## src/rtl/fpu_issue_ctrl.sv

```systemverilog
// fpu_issue_ctrl: issue/sequencing control for a combinational single-precision FPU.
// Accepts one operation at a time and holds the FPU inputs stable for the
// operator's multicycle latency. The result is then captured and presented
// on a valid/ready response channel together with the request tag.
// Optional performance counters are enabled by defining FPU_ISSUE_PERF_CNT_EN.

package fpu_issue_ctrl_pkg;

    typedef enum logic [3:0] {
        FP_ALU_ADD    = 4'd0,
        FP_ALU_SUB    = 4'd1,
        FP_ALU_MUL    = 4'd2,
        FP_ALU_CVT    = 4'd3,
        FP_ALU_MINMAX = 4'd4,
        FP_ALU_SGNJ   = 4'd5,
        FP_ALU_CMP    = 4'd6,
        FP_ALU_CLASS  = 4'd7
    } fp_alu_op_e;

endpackage

module fpu_issue_ctrl
    import fpu_issue_ctrl_pkg::*;
#(
    parameter int unsigned ADD_LAT = 2,
    parameter int unsigned MUL_LAT = 3,
    parameter int unsigned CVT_LAT = 2,
    parameter int unsigned TAG_W   = 5
) (
    input  logic             IO_CLK,
    input  logic             rst_ni,
    input  logic             req_valid_i,
    output logic             req_ready_o,
    input  fp_alu_op_e       req_op_i,
    input  logic [1:0]       req_mode_i,
    input  logic [31:0]      req_a_i,
    input  logic [31:0]      req_b_i,
    input  logic [TAG_W-1:0] req_tag_i,
    input  logic             flush_i,
    output fp_alu_op_e       fpu_op_o,
    output logic [1:0]       fpu_mode_o,
    output logic [31:0]      fpu_a_o,
    output logic [31:0]      fpu_b_o,
    input  logic [31:0]      fpu_result_i,
    output logic             rsp_valid_o,
    input  logic             rsp_ready_i,
    output logic [31:0]      rsp_result_o,
    output logic [TAG_W-1:0] rsp_tag_o,
    output logic             busy_o,
    output logic [31:0]      perf_ops_o,
    output logic [31:0]      perf_stall_o
);

    localparam int unsigned MAX_AM  = (ADD_LAT > MUL_LAT) ? ADD_LAT : MUL_LAT;
    localparam int unsigned MAX_LAT = (MAX_AM > CVT_LAT) ? MAX_AM : CVT_LAT;
    localparam int unsigned CNT_W   = $clog2(MAX_LAT + 1);

    typedef enum logic [1:0] {
        S_IDLE,
        S_EXEC,
        S_DONE
    } state_e;

    state_e           state;
    logic [CNT_W-1:0] cnt;
    logic [CNT_W-1:0] lat_m1;
    logic [TAG_W-1:0] tag_q;
    logic             accept;

    // A new request is taken when idle, or when the pending response drains this cycle.
    assign req_ready_o = !flush_i && ((state == S_IDLE) || ((state == S_DONE) && rsp_ready_i));
    assign accept      = req_valid_i && req_ready_o;
    assign busy_o      = (state != S_IDLE);

    // Latency (minus one) for the operator being accepted; unlisted codes take one cycle.
    always_comb begin
        lat_m1 = '0;
        case (req_op_i)
            FP_ALU_ADD, FP_ALU_SUB: lat_m1 = CNT_W'(ADD_LAT - 1);
            FP_ALU_MUL:             lat_m1 = CNT_W'(MUL_LAT - 1);
            FP_ALU_CVT:             lat_m1 = CNT_W'(CVT_LAT - 1);
            default:                lat_m1 = '0;
        endcase
    end

    // Control FSM with registered FPU inputs and response outputs.
    // Accept is tested ahead of the state case: it can only be true in IDLE or
    // in DONE with rsp_ready_i, so this folds both accept paths into one branch.
    always_ff @(posedge IO_CLK or negedge rst_ni) begin
        if (!rst_ni) begin
            state        <= S_IDLE;
            cnt          <= '0;
            tag_q        <= '0;
            fpu_op_o     <= FP_ALU_ADD;
            fpu_mode_o   <= '0;
            fpu_a_o      <= '0;
            fpu_b_o      <= '0;
            rsp_valid_o  <= 1'b0;
            rsp_result_o <= '0;
            rsp_tag_o    <= '0;
        end else if (flush_i) begin
            state       <= S_IDLE;
            rsp_valid_o <= 1'b0;
        end else if (accept) begin
            state       <= S_EXEC;
            cnt         <= lat_m1;
            tag_q       <= req_tag_i;
            fpu_op_o    <= req_op_i;
            fpu_mode_o  <= req_mode_i;
            fpu_a_o     <= req_a_i;
            fpu_b_o     <= req_b_i;
            rsp_valid_o <= 1'b0;
        end else begin
            case (state)
                S_EXEC: begin
                    if (cnt == '0) begin
                        state        <= S_DONE;
                        rsp_valid_o  <= 1'b1;
                        rsp_result_o <= fpu_result_i;
                        rsp_tag_o    <= tag_q;
                    end else begin
                        cnt <= cnt - CNT_W'(1);
                    end
                end
                S_DONE: begin
                    if (rsp_ready_i) begin
                        state       <= S_IDLE;
                        rsp_valid_o <= 1'b0;
                    end
                end
                default: begin
                    state <= S_IDLE;
                end
            endcase
        end
    end

`ifdef FPU_ISSUE_PERF_CNT_EN
    // Completed-op and back-pressure counters; a handshake coinciding with flush is discarded.
    always_ff @(posedge IO_CLK or negedge rst_ni) begin
        if (!rst_ni) begin
            perf_ops_o   <= '0;
            perf_stall_o <= '0;
        end else begin
            if (rsp_valid_o && rsp_ready_i && !flush_i) begin
                perf_ops_o <= perf_ops_o + 32'd1;
            end
            if (rsp_valid_o && !rsp_ready_i) begin
                perf_stall_o <= perf_stall_o + 32'd1;
            end
        end
    end
`else
    assign perf_ops_o   = '0;
    assign perf_stall_o = '0;
`endif

endmodule

```

## config.mk

```make
export PLATFORM = sky130hd
export DESIGN_NAME = fpu_issue_ctrl
export DESIGN_NICKNAME = d
export VERILOG_FILES = /design/src/rtl/fpu_issue_ctrl.sv
export SDC_FILE = /design/constraint.sdc
export NUM_CORES = 1
export LEC_CHECK = 0
export CAP_MARGIN = 20
export CORE_MARGIN = 2
export CORE_UTILIZATION = 42
export CTS_CLUSTER_DIAMETER = 120
export CTS_CLUSTER_SIZE = 25
export DETAILED_ROUTE_END_ITERATION = 8
export GPL_TIMING_DRIVEN = 0
export PLACE_DENSITY = 0.87
export SYNTH_ARGS = -nofsm -noshare
export SYNTH_HDL_FRONTEND = slang
export SYNTH_SLANG_ARGS = --single-unit
```

## constraint.sdc

```tcl
create_clock -name IO_CLK -period 6.2 [get_ports IO_CLK]
set_input_delay 1.24 -clock IO_CLK [delete_from_list [all_inputs] [get_ports IO_CLK]]
set_output_delay 1.24 -clock IO_CLK [all_outputs]
set_load 0.005 [all_outputs]
```

### After elaboration in Yosys (flattened, before gate mapping)

Cells that the tools add are included.

| operators by class | value |
|---|---|
| add/sub/neg operators | 1 |
| eq/ne operators | 8 |
| muxes and demuxes | 14 |
| bitwise logic cells | 2 |
| reduce and logical (&&, ||, !) cells | 17 |

Operators by type and width:

| operator | number |
|---|---|
| 2-to-1 mux 2 bit | 7 |
| equality test 4 x 2 -> 1 bit (second input constant) | 2 |
| != test 4 bit (second input constant) | 2 |
| case mux 2 bit (2 select lines) | 2 |
| AND reduction 3 bit | 2 |
| equality test 4 x 1 -> 1 bit (second input constant) | 1 |
| zero test 2 bit | 2 |
| zero test 4 bit | 1 |
| 2-to-1 mux 1 bit | 4 |
| AND reduction 2 bit | 2 |
| AND reduction 4 bit | 1 |
| nonzero test 2 bit | 2 |
| nonzero test 4 bit | 1 |
| logical AND 1 bit | 3 |
| OR reduction 3 bit | 1 |
| equality test 2 x 1 -> 1 bit (second input constant) | 1 |
| equality test 2 bit (second input constant) | 1 |
| != test 2 bit (second input constant) | 1 |
| inverter 1 bit | 2 |
| case mux 1 bit (2 select lines) | 1 |
| subtractor 2 x 1 -> 2 bit (second input constant) | 1 |
| zero test 1 bit | 1 |
| logical OR 1 bit | 1 |

| word-level totals | value |
|---|---|
| flip-flop bits (word level) | 117 |
| logic and storage cells | 52 |

### Longest topological paths before layout

| depth | value |
|---|---|
| depth in word-level cells | 7 |
| mapped depth | 8 |

### Least setup slack after synthesis

No wires, ideal clock.

| timing | value |
|---|---|
| path kind | in2out |
| start | in rsp_ready_i |
| end | out req_ready_o |
| data arrival time | 1630 ps |
| slack | 3330 ps |
| cell stages on the path | 2 |
| cell sequence | a21o_1 -> and2_1 |

| between the ends | value |
|---|---|
| longest elaborated chain between the ends | 3 |

RTL lines:

| what | line | text |
|---|---|---|
| from (decl) | 46 | `input logic rsp_ready_i,` |
| logical AND 1 bit | 71 | `assign req_ready_o = !flush_i && ((state == S_IDLE) \|\| ((state == S_DONE) && rsp_ready_i));` |
| logical OR 1 bit | 71 |  |
| logical AND 1 bit | 71 |  |
| to (decl) | 33 | `output logic req_ready_o,` |

Every way passes these cells.

### Worst setup path in the final report

Ends and elaborated chain as after synthesis.

==> metrics.md <==
| Metric | Value |
|---|---|
| Net Switching | `0.7818 mW` |
| Root Buffer | `clkbuf_16` |
| Count leader, synth | `dfrtp_1` |
| Post-DP HPWL | `10.29 mm` |
| Post-Syn Instances | `344` |
| Arr. time, crit path | `2680 ps` |
| GP Congestion | `0.7660` |
| Fin. max-slew vios | `0` |
| P_leak | `3.733 nW` |
| Synth top area cells | `dfrtp_1 58%, mux2_2 25%, buf_4 9.5%, buf_6 1.3%, ha_1 0.99%` |
| Clock insertion delay at the later pin of the skew report | `400 ps` |
| Post-CTS setup buffers | `0` |
| Most used cell, CP | `clkdlybuf4s50_1` |
| Mapped Area | `5045 sq um` |
| Total power per unit cell area | `373.5 nW/um^2` |
| Worst setup slack after layout | `2279 ps` |
| Die Ht | `113.6 microns` |
| Clock transition at path regs | `50 ps` |
| Setup_tns | `0 ps` |
| CP Cell Sequence | `clkdlybuf4s50_1 -> a21o_1 -> and2_1 -> clkdlybuf4s50_1` |
| Cell Int Power | `2.321 mW` |
| GR Overflow Total | `0` |
| Detailed Route Iter0 Violations | `103` |
| Post-synth top cells | `117 x dfrtp_1, 110 x mux2_2, 64 x buf_4, 10 x inv_1` |
| Chip Width | `113.6 microns` |
| VDD IR max | `0.2476 mV` |
| Worst path required time | `4960 ps` |
| Slew HR | `0.5194` |
| Initial Util | `0.4253` |
| Final ANT Viol Nets | `0` |
| Finished Cell Area | `8308 sq um` |
| Combinational power share | `0.313` |
| Via density | `4.458` |
| Max FO, Critical Path | `5` |
| Switch share | `0.2520` |
| Total GRT Usage | `0.2100` |
| Area Overhead vs Synth | `64.68%` |
| Fmax | `255.1 MHz` |
| IO Pins | `286` |
| CTS resizes | `0` |
| DP Worst Slack | `2315 ps` |
| Vias in the first global route | `3,934` |
| Tcrit/Tclk final | `0.6324` |
| Fin nets | `764` |
| Clock Skews | `10.09 ps` |
| First-pass GRT wire length | `20.58 mm` |
| Post-synth top area share | `0.5804` |
| # setup viols final | `0` |
| ANT cells | `0` |
| Final worst path period need | `3921 ps` |
| Worst setup EP type | `primary output` |
| # rows | `40` |
| FILL cells | `805` |
| CP max stage delay | `520 ps` |
| Placed Area | `7702 sq um` |
| Die Area | `12,900 sq um` |
| DR vias | `3,602` |
| Synth Register Bits | `117` |
| Final Hold Fails | `0` |
| Clock sink count | `117` |
| Crit start category | `input pin` |
| TritonCTS Buffers | `17` |
| Post-CTS Hold Fix Bufs | `0` |
| Final Power | `3.103 mW` |
| Initial antenna violation count | `0` |
| DRT Pass-1 Iters | `4` |
| Top FF cell, synth | `dfrtp_1` |
| Outcome | `complete, no violations` |
| Seq/Total Area, Yosys | `0.5804` |
| Clock power frac | `0.320` |
| Core Util, Final | `0.7004` |
| Share of layout cells above drive strength 1 | `0.3343` |
| Tightest Hold Check Type | `reg2reg` |
| Worst-margin pin slew | `721.0 ps` |
| Core area | `11,860 sq um` |
| DRC violations left | `0` |
| RSZ-0062 raised after global routing | `false` |
| Slowest-stage cell, CP | `clkdlybuf4s50_1` |
| Max_cap viols | `0` |
| # port buffers | `221` |
| Post-synthesis cell type count | `27` |
| Leading area contributor after synthesis | `dfrtp_1` |
| WS Path Type | `in2out` |
| Largest net degree at the start of global routing | `64` |
| Routed Wire Length | `13.35 mm` |
| EDFF count, synth | `0` |
| YS warnings | `0` |
| Clock buffer depth | `2` |
| Htree depth | `4` |
| Avg WL per Cell | `16.52 microns` |
| CTS tree | `done` |
| Seq pwr share | `0.367` |
| Synth async-reset ratio | `1.000` |
| Synthesized area per cell | `14.67 sq um` |
state kept, by name, indices dropped and copies added (netlist names):
name / flops
cnt: 2
fpu_a_o: 32
fpu_b_o: 32
fpu_mode_o: 2
fpu_op_o: 4
rsp_result_o: 32
rsp_tag_o: 5
rsp_valid_o: 1
state: 2
tag_q: 5
cell usage in the layout, fill, tap and decap left out, types with 2 or more instances in the layout:
master	synthesis	layout
clkdlybuf4s50_1	0	220
dfrtp_1	117	117
mux2_2	110	110
buf_4	64	65
conb_1	1	64
clkbuf_16	0	17
inv_1	10	10
buf_2	6	6
buf_6	6	6
ha_1	4	4
clkinv_4	0	4
mux2_1	3	3
mux2i_1	3	3
bufinv_16	0	3
inv_6	0	3
nand2b_1	2	2
o21ai_0	2	2
nor2b_1	2	2
clkinv_2	0	2
clkinvlp_4	0	2
power by group through the flow:
stage,logic [mW],clock network (mW),registers (mW)
6_report,0.972,0.992,1.14
5_1_grt,1.04,1.05,1.17
4_1_cts,0.984,1.01,1.14
3_5_place_dp,0.975,0,1.15
3_3_place_gp,0.949,0,1.13
2_1_floorplan,0.320,0,1.15
layer usage:
| layer | share of wire | wire length (microns) | vias up | track usage |
|---|---|---|---|---|
| li1 | - | - | 1653 | - |
| met1 | 0.33 | 4425 | 1744 | 0.2098 |
| met2 | 0.54 | 7185 | 193 | 0.3784 |
| met3 | 0.12 | 1545 | 12 | 0.1036 |
| met4 | 0.014 | 191 | 0 | 0.07398 |
| met5 | 0 | 0 | - | 0 |
layout make-up:
class / count / area [sq um] / share of cell area
sequential: 117 / 2928 / 0.3524
timing repair buffer: 222 / 2237 / 0.2693
clock inverter: 14 / 176.4 / 0.02123
inverter: 10 / 37.54 / 0.004518
tap: 147 / 183.9 / 0.02214
buffer: 76 / 578.1 / 0.06958
clock buffer: 18 / 429.2 / 0.05166
multi-input combinational: 204 / 1738 / 0.2092
through the flow:
| step | hold slack, ps | cells |
|---|---|---|
| 6_report | 487.3 | 808 |
| 5_1_grt | 500.9 | 808 |
| 4_1_cts | 489.3 | 808 |
| 3_5_place_dp | 468.4 | 776 |
| 3_3_place_gp | 472.1 | 775 |
| 2_1_floorplan | 452.2 | 407 |
path summary, 6_finish.rpt:
path | slack [ps] | to | from | depth (start not counted)
worst max-delay path | 2280 | req_ready_o | rsp_ready_i | 4
worst min-delay path | 490 | tag_q[2] | tag_q[2] | 1
worst max register to register | 3890 | rsp_result_o[27] | state[0] | 6
worst min register to register | 490 | tag_q[2] | tag_q[2] | 1
max in group asynchronous | 4560 | fpu_a_o[19] | rst_ni | 2
min in group asynchronous | 890 | rsp_result_o[30] | rst_ni | 1
worst max-delay path, delay by kind of cell:
family          cells  cell delay [ps]
buf+inv             2             1030
compound gates      1              250
simple gates        1              150
kinds of logic after synthesis:
family          count (synthesis)  synth area share
compound gates                  8           0.01414
buf+inv                        86            0.1220
mux                           116            0.2582
other cells                     1         0.0007433
simple gates                   11           0.01290
flops                         117            0.5804
fa+ha+maj                       4          0.009921
xor+xnor                        1          0.001736
No activity file was read; power rests on OpenSTA's default activity.
